## src/rtl/mips_pkg.sv

```systemverilog
// Shared types and constants for the MIPS program loader: FSM states, error codes, HALT opcode.
package mips_pkg;

    typedef enum logic [2:0] {
        ST_HDR   = 3'd0,
        ST_LOAD  = 3'd1,
        ST_CSUM  = 3'd2,
        ST_START = 3'd3,
        ST_RUN   = 3'd4,
        ST_DONE  = 3'd5,
        ST_ERR   = 3'd6
    } state_e;

    localparam logic [1:0] ERR_NONE = 2'd0;
    localparam logic [1:0] ERR_LEN  = 2'd1;
    localparam logic [1:0] ERR_CSUM = 2'd2;
    localparam logic [1:0] ERR_HALT = 2'd3;

    localparam logic [5:0] OP_HALT = 6'h3f;

endpackage

```

## src/rtl/mips_byte_packer.sv

```systemverilog
// Packs accepted host bytes into 32-bit words; word_vld_o pulses the cycle after the 4th byte.
// flush_i discards a partially assembled word and any pending word pulse.
module mips_byte_packer #(
    parameter int BYTE_BE = 1
) (
    input  logic        clk1,
    input  logic        rst,
    input  logic        flush_i,
    input  logic        byte_vld_i,
    input  logic [7:0]  byte_dat_i,
    output logic        word_vld_o,
    output logic [31:0] word_dat_o
);

    logic [1:0]  cnt_q, cnt_d;
    logic [31:0] sr_q, sr_d;
    logic [31:0] word_q, word_d;
    logic        vld_q, vld_d;
    logic [31:0] shifted;

    // Big-endian shifts bytes in from the bottom so the first byte ends in 31:24.
    assign shifted = (BYTE_BE != 0) ? {sr_q[23:0], byte_dat_i}
                                    : {byte_dat_i, sr_q[31:8]};

    always_comb begin
        cnt_d  = cnt_q;
        sr_d   = sr_q;
        word_d = word_q;
        vld_d  = 1'b0;
        if (flush_i) begin
            cnt_d = '0;
            sr_d  = '0;
        end else if (byte_vld_i) begin
            sr_d  = shifted;
            cnt_d = cnt_q + 2'd1;
            if (cnt_q == 2'd3) begin
                word_d = shifted;
                vld_d  = 1'b1;
            end
        end
    end

    always_ff @(posedge clk1 or posedge rst) begin
        if (rst) begin
            cnt_q  <= '0;
            sr_q   <= '0;
            word_q <= '0;
            vld_q  <= 1'b0;
        end else begin
            cnt_q  <= cnt_d;
            sr_q   <= sr_d;
            word_q <= word_d;
            vld_q  <= vld_d;
        end
    end

    assign word_vld_o = vld_q;
    assign word_dat_o = word_q;

endmodule

```

## src/rtl/mips_prog_loader.sv

```systemverilog
// Loads a length-prefixed, XOR-checksummed program into instruction memory, then starts
// the CPU and waits for HALTED. Header, address counter and checksum live here.
module mips_prog_loader
    import mips_pkg::*;
#(
    parameter int ADDR_W  = 10,
    parameter int BYTE_BE = 1
) (
    input  logic              clk1,
    input  logic              rst,
    input  logic              in_valid,
    input  logic [7:0]        in_data,
    output logic              in_ready,
    input  logic              clear,
    output logic              mem_we,
    output logic [ADDR_W-1:0] mem_addr,
    output logic [31:0]       mem_wdata,
    output logic              cpu_hold,
    output logic              cpu_start,
    input  logic              halted_i,
    output logic              busy,
    output logic              done,
    output logic              err,
    output logic [1:0]        err_code
);

    localparam logic [32:0] DEPTH = 33'd1 << ADDR_W;

    state_e              state_q, state_d;
    logic [ADDR_W-1:0]   idx_q, idx_d;
    logic [ADDR_W-1:0]   last_q, last_d;
    logic [31:0]         xor_q, xor_d;
    logic [1:0]          err_q, err_d;
    logic                stale_q, stale_d;

    logic                accept;
    logic                word_vld;
    logic [31:0]         word_dat;
    logic                len_ok;

    assign in_ready = !rst && (state_q == ST_HDR || state_q == ST_LOAD || state_q == ST_CSUM);
    assign accept   = in_valid && in_ready;

    mips_byte_packer #(.BYTE_BE(BYTE_BE)) u_packer (
        .clk1       (clk1),
        .rst        (rst),
        .flush_i    (clear),
        .byte_vld_i (accept),
        .byte_dat_i (in_data),
        .word_vld_o (word_vld),
        .word_dat_o (word_dat)
    );

    assign len_ok = (word_dat != '0) && ({1'b0, word_dat} <= DEPTH);

    always_comb begin
        state_d = state_q;
        idx_d   = idx_q;
        last_d  = last_q;
        xor_d   = xor_q;
        err_d   = err_q;
        stale_d = stale_q;
        if (clear) begin
            state_d = ST_HDR;
            idx_d   = '0;
            xor_d   = '0;
            err_d   = ERR_NONE;
            stale_d = 1'b0;
        end else begin
            case (state_q)
                ST_HDR: if (word_vld) begin
                    if (len_ok) begin
                        state_d = ST_LOAD;
                        // Last index is N-1; N = DEPTH truncates to 0 and wraps to all-ones.
                        last_d  = word_dat[ADDR_W-1:0] - ADDR_W'(1);
                    end else begin
                        state_d = ST_ERR;
                        err_d   = ERR_LEN;
                    end
                end
                ST_LOAD: if (word_vld) begin
                    xor_d = xor_q ^ word_dat;
                    if (idx_q == last_q) state_d = ST_CSUM;
                    else                 idx_d   = idx_q + ADDR_W'(1);
                end
                ST_CSUM: if (word_vld) begin
                    if (word_dat == xor_q) begin
                        state_d = ST_START;
                    end else begin
                        state_d = ST_ERR;
                        err_d   = ERR_CSUM;
                    end
                end
                ST_START: begin
                    state_d = ST_RUN;
                    // HALTED seen at start belongs to the previous program run.
                    stale_d = halted_i;
                end
                ST_RUN: begin
                    if (halted_i && !stale_q) state_d = ST_DONE;
                    else if (!halted_i)       stale_d = 1'b0;
                end
                default: ;
            endcase
        end
    end

    always_ff @(posedge clk1 or posedge rst) begin
        if (rst) begin
            state_q <= ST_HDR;
            idx_q   <= '0;
            last_q  <= '0;
            xor_q   <= '0;
            err_q   <= ERR_NONE;
            stale_q <= 1'b0;
        end else begin
            state_q <= state_d;
            idx_q   <= idx_d;
            last_q  <= last_d;
            xor_q   <= xor_d;
            err_q   <= err_d;
            stale_q <= stale_d;
        end
    end

    assign mem_we    = (state_q == ST_LOAD) && word_vld && !clear;
    assign mem_addr  = idx_q;
    assign mem_wdata = word_dat;
    assign cpu_start = (state_q == ST_START);
    assign cpu_hold  = !(state_q == ST_START || state_q == ST_RUN);
    assign busy      = (state_q == ST_LOAD) || (state_q == ST_CSUM) ||
                       (state_q == ST_START) || (state_q == ST_RUN);
    assign done      = (state_q == ST_DONE);
    assign err       = (state_q == ST_ERR);
    assign err_code  = err_q;

endmodule

```

## config.mk

```make
export PLATFORM = sky130hd
export DESIGN_NAME = mips_prog_loader
export DESIGN_NICKNAME = d
export VERILOG_FILES = /design/src/rtl/mips_pkg.sv /design/src/rtl/mips_byte_packer.sv /design/src/rtl/mips_prog_loader.sv
export SDC_FILE = /design/constraint.sdc
export NUM_CORES = 1
export LEC_CHECK = 0
export BUFFER_PORTS_ARGS = -buffer_cell sky130_fd_sc_hd__buf_2
export CORE_MARGIN = 2
export CORE_UTILIZATION = 28
export DETAILED_ROUTE_END_ITERATION = 6
export MAX_ROUTING_LAYER = met4
export SLEW_MARGIN = 20
export SYNTH_ARGS = -nofsm -noshare
export SYNTH_HDL_FRONTEND = slang
export SYNTH_SLANG_ARGS = --single-unit
```

## constraint.sdc

```tcl
create_clock -name clk1 -period 3.8 [get_ports clk1]
set_input_delay 0.38 -clock clk1 [delete_from_list [all_inputs] [get_ports clk1]]
set_output_delay 0.38 -clock clk1 [all_outputs]
set_load 0.02 [all_outputs]
```

==> results_dict.tcl, run 1 <==
set metrics [dict create \
    crit_required_ns 4.13 \
    swShare 0.226 \
    finalSetupTns_ns 0 \
    cts_buffers 17 \
    synth-seq-cells 117 \
    die-area_sq_um 21300 \
    worstPathMaxFanout 20 \
    p_leak_nw 3.17 \
    fin_skew_ns 0.00898 \
    clk-insertion-delay-late_ns 0.41 \
    synth_ff_type "dfrtp_1" \
    cpPeakStageDelay_ns 0.46 \
    async_flop_share 1.00 \
    finalCriticalPeriod_ns 2.49 \
    postCtsSetupBuffers 0 \
    clk_pin_slew_ns 0.05 \
    cts_buffer_depth 2 \
    antenna_found_initial 0 \
    status "complete, no violations" \
    synth_edf_count 0 \
    utilization 0.344 \
    p_clk_frac 0.501 \
    cts.sinks 117 \
    reg2reg_from "u_packer.word_dat_o[0]" \
    first_pass_iters 5 \
    pin_count 64 \
    reg2reg_to "last_q[4]" \
    crit_chain "inv_1, ha_1, or4b_1, o31ai_2, nand4_2, nor4b_4, buf_4, nor2_1, a31oi_2" \
    grt_pass1_vias 3973 \
    cp-startpoint "u_packer.word_dat_o[0]" \
    ys_types 46 \
    synth_nets 562 \
    drv_cap 0 \
    drive_gt1_frac 0.239 \
    h-tree-depth 4 \
    hold_viol 0 \
    endpoint "last_q[4]" \
    row_count 51 \
    crit_type "reg2reg" \
    synthToLayoutAreaGrowth_pct 19.5 \
    intPower_mw 2.21 \
    min_path_type "in2reg" \
    ff_latch_area_sq_um 2930 \
    slew_headroom 0.331 \
    gr-total-overflow 0 \
    setup_violations 0 \
    netlist_area_sq_um 5630 \
    setup_slack_ns 1.31 \
    slowest_stage "dfrtp_1" \
    hold_buffers 0 \
    nets 621 \
    ir_worst_vdd_uv 308 \
    layout_commonest_cell "dfrtp_1" \
    grt_pass1_wl_microns 22600 \
    p_switching_uw 645 \
    p_comb_frac 0.053 \
    layout_common_cells "dfrtp_1 (117), nand2_1 (93), buf_2 (63)" \
    worstPathArrival_ns 2.82 \
    die_x_microns 146 \
    rsz0062_at_grt "no" \
    worstMarginPinSlew_ns 1.00 \
    critical_path.endpoint_type "flip-flop" \
    drt-total-wl_microns 13700 \
    hpwl_microns 9470 \
    port_buffers 63 \
    n_fill_cell 2023 \
    num_vias 3955 \
    cts_resized 0 \
    antenna_cells 0 \
    max_freq_mhz 402 \
    avgSynthCellArea_sq_um 10.3 \
    fin_crit_sh 0.655 \
    cts_root_buf "clkbuf_16" \
    viasPerCell 4.50 \
    syn_inst 545 \
    placeableCoreArea_sq_um 19600 \
    yosysSeqAreaShare 0.520 \
    multi_input_area_sq_um 2540 \
    dp_worst_setup_slack_ns 1.32 \
    ys.warnings.count 0 \
    grt.total_usage 0.140 \
    finalWeightedCongestion 0.804 \
    drc_errors 0 \
    wl_per_cell_microns 15.6 \
    dr.first_iter.drc_count 274 \
    ant_nets 0 \
    rrSetupSlack_ns 1.31 \
    initial_core_util 0.288 \
    cts_tree "done" \
    r2r_cells 9 \
    powerDensity_nw_per_um2 424 \
    p_total_mw 2.86 \
    seqPwrFrac 0.446 \
    die_h_microns 146 \
    start_kind "flip-flop" \
    drv_slew 0 \
    grt_max_degree 74 \
]
## synthesized netlist by cell type (2+ instances only)
cell type  instances  area share
nand3_1            5      0.0044
nand4_1           15       0.017
xor2_1            43       0.067
or4_1              2      0.0027
clkbuf_1          18       0.012
o21ai_0            2      0.0018
and2_1             2      0.0022
xnor2_1           49       0.076
o31ai_1            2      0.0027
and3_1             7      0.0078
nor3_1             5      0.0044
buf_1              3      0.0020
buf_6              2      0.0040
o22ai_1            2      0.0022
nor3b_1            3      0.0040
inv_1              8      0.0053
a21oi_2            9       0.014
mux2_2            32       0.064
nor4_1             6      0.0067
nand2_1           93       0.062
ha_1               4      0.0089
a21o_1             2      0.0027
a21oi_1           28       0.025
nor2_1            60       0.040
buf_2              6      0.0053
dfrtp_1          117        0.52
## critical path: cells and delay by family, from the launching register on
kind | cells | cell delay, ns
buffers and inverters | 2 | 0.43
and+or+nand+nor | 4 | 1.03
AOI/OAI and AO/OA | 2 | 0.35
DFF | 1 | 0.46
adders and majority gates | 1 | 0.14
## stage by stage
stage / instance area [sq um] / hold slack [ns] / std cells
3_5_place_dp: 6210 / 0.492 / 850
3_3_place_gp: 6210 / 0.489 / 850
5_1_grt: 6730 / 0.222 / 879
6_report: 6730 / 0.223 / 879
2_1_floorplan: 5640 / 0.481 / 545
4_1_cts: 6730 / 0.213 / 879
## state kept, by name, indices dropped and copies added, names as in the netlist
name                 cells
mem_addr                10
u_packer.sr_q           24
last_q                  10
state_q                  3
u_packer.word_vld_o      1
u_packer.word_dat_o     32
err_code                 2
xor_q                   32
u_packer.cnt_q           2
stale_q                  1
## logic make-up after synthesis
kind of cell,count (synthesis),synth area share
buffers and inverters,38,0.0300
DFF,117,0.520
muxes,33,0.0657
AOI/OAI and AO/OA,53,0.0622
xor gates and xnor gates,92,0.143
and+or+nand+nor,208,0.170
adders and majority gates,4,0.00889
## layer usage
| metal | vias to the layer above | wire (microns) | GRT usage |
|---|---|---|---|
| met3 | 11 | 515 | 0.0332 |
| li1 | 1928 | - | - |
| met5 | - | 0 | - |
| met1 | 1939 | 7010 | 0.200 |
| met4 | 0 | 138 | 0.0358 |
| met2 | 77 | 6080 | 0.199 |
## power by group through the flow
stage	Clock, mW	Combinational, mW	Sequential (mW)
floorplan	0	0.109	1.29
global placement	0	0.156	1.29
detailed placement	0	0.157	1.29
CTS	1.46	0.157	1.27
global route	1.53	0.174	1.27
finish	1.43	0.153	1.27
## how the worst min path moves through the flow
stage	from	endpoint	slack [ns]	cells after the start
detailed placement	u_packer.sr_q[22]	u_packer.word_dat_o[30]	0.49	1
finish	in_data[5]	u_packer.sr_q[5]	0.22	3
CTS	in_data[5]	u_packer.sr_q[5]	0.21	3
global route	in_data[4]	u_packer.sr_q[4]	0.22	3
floorplan	u_packer.sr_q[16]	u_packer.word_dat_o[24]	0.48	1
global placement	u_packer.sr_q[19]	u_packer.word_dat_o[27]	0.49	1
## layout make-up
class / instances / area share
inverters: 8 / 0.00502
multi-input cells: 390 / 0.378
clock buffers: 25 / 0.0751
clock inverters: 4 / 0.00334
flip-flops and latches: 117 / 0.435
repair buffers: 70 / 0.0546
well taps: 265 / 0.0492
Note: power is estimated with default switching activity, not from simulation.
==> run 2: changes to the inputs <==
--- a/config.mk
+++ b/config.mk
@@ -5,6 +5,7 @@
 export SDC_FILE = /design/constraint.sdc
 export NUM_CORES = 1
 export LEC_CHECK = 0
+export ABC_AREA = 1
 export BUFFER_PORTS_ARGS = -buffer_cell sky130_fd_sc_hd__buf_2
 export CORE_MARGIN = 2
 export CORE_UTILIZATION = 28
==> constraint.sdc (replaced) <==
create_clock -name clk1 -period 2.3 [get_ports clk1]
set_input_delay 0.23 -clock clk1 [delete_from_list [all_inputs] [get_ports clk1]]
set_output_delay 0.23 -clock clk1 [all_outputs]
set_load 0.02 [all_outputs]
==> run 2 against run 1 <==
Clock power rose by 76%. Clock skew fell by 0.00068 ns. Worst hold slack lost 0.14 ns. Global-route usage is 0.64 points higher. Synthesized cell count is 27% higher. First-iteration DRC count down 4.4%. Sequential cell count did not move. Non-clock buffer count up 2. Critical path type is now reg2out. Critical endpoint is now mem_we.
==> results_dict.tcl, run 2 <==
set metrics [dict create \
    initial_core_util 0.285 \
    ys_types 37 \
    postCtsSetupBuffers 0 \
    synth_commonest_cells "nand2_1 (199), dfrtp_1 (117), inv_1 (96)" \
    pin_count 64 \
    synth-seq-cells 117 \
    status "complete, no violations" \
    hold_viol 0 \
    hold_buffers 0 \
    yosysMostFrequentCell "nand2_1" \
    fin_area_sq_um 6930 \
    cts_root_buf "clkbuf_16" \
    antenna_found_initial 0 \
    gr-total-overflow 0 \
    hold_path.startpoint "in_data[3]" \
    crit_required_ns 2.07 \
    wl_per_cell_microns 14.0 \
    dpl_cell_area_sq_um 6370 \
    finalCriticalPeriod_ns 2.01 \
    viasPerCell 4.49 \
    p_leak_nw 3.39 \
    die_x_microns 147 \
    hold_end "u_packer.word_dat_o[3]" \
    cts.sinks 117 \
    finalNonFillerCells 1046 \
    ff_latch_area_sq_um 2930 \
    synth_top_area_share 0.509 \
    intPower_mw 3.83 \
    max_freq_mhz 498 \
    first_pass_iters 4 \
    seqPwrFrac 0.423 \
    placeableCoreArea_sq_um 20200 \
    cpPeakStageDelay_ns 0.45 \
    synth_ff_type "dfrtp_1" \
    rrSetupSlack_ns 0.41 \
    avgSynthCellArea_sq_um 8.30 \
    placed_cells 1015 \
    p_comb_frac 0.090 \
    synth_edf_count 0 \
    powerDensity_nw_per_um2 742 \
    ys.warnings.count 0 \
    crit_buf_inv 3 \
    hpwl_microns 10600 \
    synth_nets 709 \
    fin_skew_ns 0.00829 \
    grt_pass1_wl_microns 24100 \
    dp_worst_setup_slack_ns 0.414 \
    antenna_cells 0 \
    worstPathMaxFanout 9 \
    min_path_type "in2reg" \
    nets 781 \
    yosysSeqAreaShare 0.509 \
    start_kind "flip-flop" \
    grt_max_degree 118 \
    slowest_stage "dfrtp_1" \
    finalSetupTns_ns 0 \
    finalWeightedCongestion 0.802 \
    multi_input_area_sq_um 2300 \
    synth_top_cell_by_area "dfrtp_1" \
    synthTopCellsByArea "dfrtp_1 (51%), nand2_1 (13%), inv_1 (6.3%), o21ai_0 (3.5%), nand3_1 (3.0%)" \
    cts_resized 0 \
    cts_buffers 17 \
    crit_chain "nor3_2, inv_1, nor2_2, inv_2, nor2_4, buf_2" \
    worstPathArrival_ns 1.78 \
    layout_common_cells "nand2_1 (198), dfrtp_1 (117), inv_1 (95)" \
    reg2reg_to "last_q[4]" \
    clk-insertion-delay-late_ns 0.41 \
    clk_pin_slew_ns 0.05 \
    port_buffers 63 \
    die-area_sq_um 21700 \
    row_count 52 \
    critical_path.endpoint_type "output port" \
    p_switching_mw 1.31 \
    syn_inst 692 \
    ant_nets 0 \
    die_h_microns 147 \
    cts_tree "done" \
    p_total_mw 5.15 \
    worstMarginPinSlew_ns 0.643 \
    h-tree-depth 4 \
    n_fill_cell 2139 \
    slew_headroom 0.571 \
    grt.total_usage 0.146 \
    setup_violations 0 \
    utilization 0.344 \
    cp_top_family "simple AND/OR/NAND/NOR gates" \
    drive_gt1_frac 0.175 \
    cts_buffer_depth 2 \
    crit_type "reg2out" \
    ir_worst_vdd_uv 482 \
    netlist_area_sq_um 5750 \
    r2r_cells 11 \
    min_path_cells 3 \
    grt_pass1_vias 4613 \
    num_vias 4698 \
    layout_commonest_cell "nand2_1" \
    p_clk_frac 0.487 \
    drt-total-wl_microns 14700 \
    setup_slack_ns 0.293 \
    dr.first_iter.drc_count 262 \
    hold-worst-slack_ns 0.0792 \
    drv_slew 0 \
    swShare 0.255 \
    rsz0062_at_grt "no" \
    drv_cap 0 \
    synthToLayoutAreaGrowth_pct 20.7 \
    drc_errors 0 \
    reg2reg_from "u_packer.word_dat_o[0]" \
    fin_crit_sh 0.872 \
    async_flop_share 1.00 \
]
run 2: cell types whose count changed after synthesis, sizes merged, moves of 11 or more:
| cell | change |
|---|---|
| nand2 | +108 |
| inv | +96 |
| o21ai | +59 |
| xnor2 | -36 |
| xor2 | -35 |
| mux2 | -32 |
| a21oi | -30 |
| nand3 | +30 |
| o22ai | +24 |
| clkbuf | -17 |
| a22oi | +11 |
run 2: worst max path at each step:
stage                                  startpoint                      end  slack [ns]  cells past startpoint
after floorplan                               rst  u_packer.word_dat_o[22]       -0.66                     10
after global placement     u_packer.word_dat_o[1]                last_q[0]        0.44                     11
after detailed placement  u_packer.word_dat_o[21]              err_code[0]        0.41                     10
after CTS                              state_q[2]                   mem_we        0.28                      6
after global routing       u_packer.word_dat_o[0]                last_q[1]        0.15                     11
final                                  state_q[2]                   mem_we        0.29                      6
run 2: kinds of logic (layout without fill, tap and decap cells):
kind of cell | count (synthesis) | count (layout) | synth area share
AO/OA/AOI/OAI | 116 | 116 | 0.122
AND/OR/NAND/NOR | 310 | 310 | 0.233
flip-flops | 117 | 117 | 0.509
XOR/XNOR | 21 | 21 | 0.0320
buffers and inverters | 123 | 207 | 0.0930
adder cells (fa/ha/maj) | 4 | 4 | 0.00871
multiplexers | 1 | 1 | 0.00174
run 2: cell type report:
type,count,share of cell area
sequential,117,0.422
multi-input combinational,452,0.331
clock buffer,23,0.0704
timing repair buffer,72,0.0588
inverter,104,0.0579
tap,270,0.0487
clock inverter,8,0.0108
run 2: layer usage:
layer	global-route usage	vias to the layer above	wire [microns]
li1	-	2370	-
met3	0.0301	18	479
met1	0.193	2233	7160
met4	0.0495	0	244
met2	0.225	77	6810
met5	-	-	0
run 2: power groups by stage:
stage / combinational (mW) / sequential (mW) / clock [mW]
after CTS: 0.471 / 2.18 / 2.56
after floorplan: 0.286 / 2.23 / 0
final: 0.462 / 2.18 / 2.51
after global placement: 0.469 / 2.21 / 0
after detailed placement: 0.470 / 2.21 / 0
after global routing: 0.518 / 2.19 / 2.64
run 2: worst register-to-register path, delay by kind of cell, from the launching register on:
| family | cells | cell delay, ns |
|---|---|---|
| adder cells (fa/ha/maj) | 1 | 0.17 |
| AO/OA/AOI/OAI | 1 | 0.06 |
| buffers and inverters | 2 | 0.27 |
| AND/OR/NAND/NOR | 7 | 0.87 |
| flip-flops | 1 | 0.41 |
==> run 3: changes to the inputs <==
==> constraint.sdc (replaced) <==
create_clock -name clk1 -period 2.1 [get_ports clk1]
set_input_delay 0.21 -clock clk1 [delete_from_list [all_inputs] [get_ports clk1]]
set_output_delay 0.21 -clock clk1 [all_outputs]
set_load 0.02 [all_outputs]
==> run 3 against run 2 <==
Sequential share of layout area decreased by 0.35 points. Wire length grew 2.2%. Combinational power rose by 12%. Design area up 0.83%. Clock power rose by 19%. Sequential power up 9.2%. Clock skew up 0.00073 ns. Count of clock-buffer cells in the layout stayed put. Critical path type unchanged. Largest power group unchanged.
==> results_dict.tcl, run 3 (synthesized netlist as in run 2, its figures left out) <==
set metrics [dict create \
    status "complete, no violations" \
    die_h_microns 147 \
    crit_required_ns 1.89 \
    p_switching_mw 1.45 \
    first_pass_iters 5 \
    worstPathMaxFanout 7 \
    slew_headroom 0.543 \
    dpl_cell_area_sq_um 6380 \
    start_kind "flip-flop" \
    cts_tree "done" \
    wl_per_cell_microns 14.3 \
    finalSetupTns_ns 0 \
    n_fill_cell 2114 \
    antenna_cells 0 \
    die-area_sq_um 21700 \
    cts.sinks 117 \
    cts_resized 0 \
    grt_pass1_wl_microns 24600 \
    swShare 0.246 \
    setup_violations 0 \
    pin_count 64 \
    drive_gt1_frac 0.178 \
    p_leak_nw 3.42 \
    clk-insertion-delay-late_ns 0.41 \
    finalWeightedCongestion 0.795 \
    hold_viol 0 \
    nets 784 \
    utilization 0.347 \
    ir_worst_vdd_uv 598 \
    rsz0062_at_grt "no" \
    setup_slack_ns 0.172 \
    use_met2 0.232 \
    worstMarginPinSlew_ns 0.684 \
    clk_pin_slew_ns 0.06 \
    dr.first_iter.drc_count 284 \
    drv_cap 0 \
    grt_max_degree 118 \
    p_clk_frac 0.507 \
    use_met3 0.0345 \
    drt-total-wl_microns 15000 \
    crit_type "reg2out" \
    row_count 52 \
    grt.total_usage 0.150 \
    drv_slew 0 \
    finalCriticalPeriod_ns 1.93 \
    max_freq_mhz 519 \
    fin_skew_ns 0.00902 \
    placeableCoreArea_sq_um 20200 \
    use_met1 0.199 \
    antenna_found_initial 0 \
    postCtsSetupBuffers 0 \
    layout_commonest_cell "nand2_1" \
    seqPwrFrac 0.405 \
    initial_core_util 0.285 \
    intPower_mw 4.44 \
    port_buffers 63 \
    grt_pass1_vias 4622 \
    num_vias 4774 \
    die_x_microns 147 \
    h-tree-depth 4 \
    worstPathArrival_ns 1.72 \
    critical_path.endpoint_type "output port" \
    cts_buffer_depth 2 \
    powerDensity_nw_per_um2 843 \
    cts_root_buf "clkbuf_16" \
    p_comb_frac 0.088 \
    min_path_type "in2reg" \
    fin_area_sq_um 6990 \
    hold-worst-slack_ns 0.0579 \
    fin_crit_sh 0.918 \
    dp_worst_setup_slack_ns 0.240 \
    synthToLayoutAreaGrowth_pct 21.7 \
    gr-total-overflow 0 \
    cts_buffers 17 \
    drc_errors 0 \
    hold_buffers 0 \
    viasPerCell 4.55 \
    layout_common_cells "nand2_1 (198), dfrtp_1 (117), inv_1 (95)" \
    ant_nets 0 \
    hpwl_microns 10800 \
    busiest_layer "met2" \
]
-- run 3: power groups by stage --
stage / clock network [mW] / registers [mW] / logic [mW]
CTS: 3.05 / 2.38 / 0.529
detailed placement: 0 / 2.42 / 0.526
global route: 3.13 / 2.39 / 0.580
finish: 2.99 / 2.38 / 0.519
global placement: 0 / 2.42 / 0.530
floorplan: 0 / 2.45 / 0.314
-- run 3: layer usage --
| metal | wire [microns] | vias up |
|---|---|---|
| met4 | 167 | 0 |
| met1 | 7230 | 2299 |
| met2 | 7070 | 79 |
| met3 | 548 | 17 |
| li1 | - | 2379 |
| met5 | 0 | - |
-- run 3: worst paths after layout --
check | slack [ns] | start | endpoint | cells after the start
max reg2reg | 0.25 | u_packer.word_dat_o[0] | last_q[2] | 11
min | 0.06 | in_data[3] | u_packer.word_dat_o[3] | 3
min reg2reg | 0.48 | u_packer.sr_q[23] | u_packer.sr_q[23] | 2
min in group asynchronous | 0.10 | rst | u_packer.word_dat_o[0] | 3
max | 0.17 | state_q[2] | mem_we | 6
max in group asynchronous | 1.56 | rst | xor_q[14] | 3
-- run 3: final cells by class --
| type | count | area (sq um) | share of cell area |
|---|---|---|---|
| inverters | 104 | 402 | 0.0574 |
| multi-input cells | 452 | 2300 | 0.328 |
| flip-flops and latches | 117 | 2930 | 0.419 |
| repair buffers | 75 | 418 | 0.0598 |
| clock inverters | 8 | 123 | 0.0175 |
| clock buffers | 23 | 488 | 0.0698 |
| well taps | 270 | 338 | 0.0483 |
-- run 3: worst max-delay path: stages (launching register included) --
cell,delay (ns)
dfrtp_1,0.46
nor3_2,0.23
inv_1,0.08
nor2_2,0.16
inv_2,0.08
nor2_4,0.11
buf_2,0.19
-- run 3: per-stage QoR --
step	power, mW	cells
detailed placement	2.95	1018
floorplan	2.76	692
finish	5.89	1049
CTS	5.97	1049
global placement	2.95	1018
global route	6.10	1049
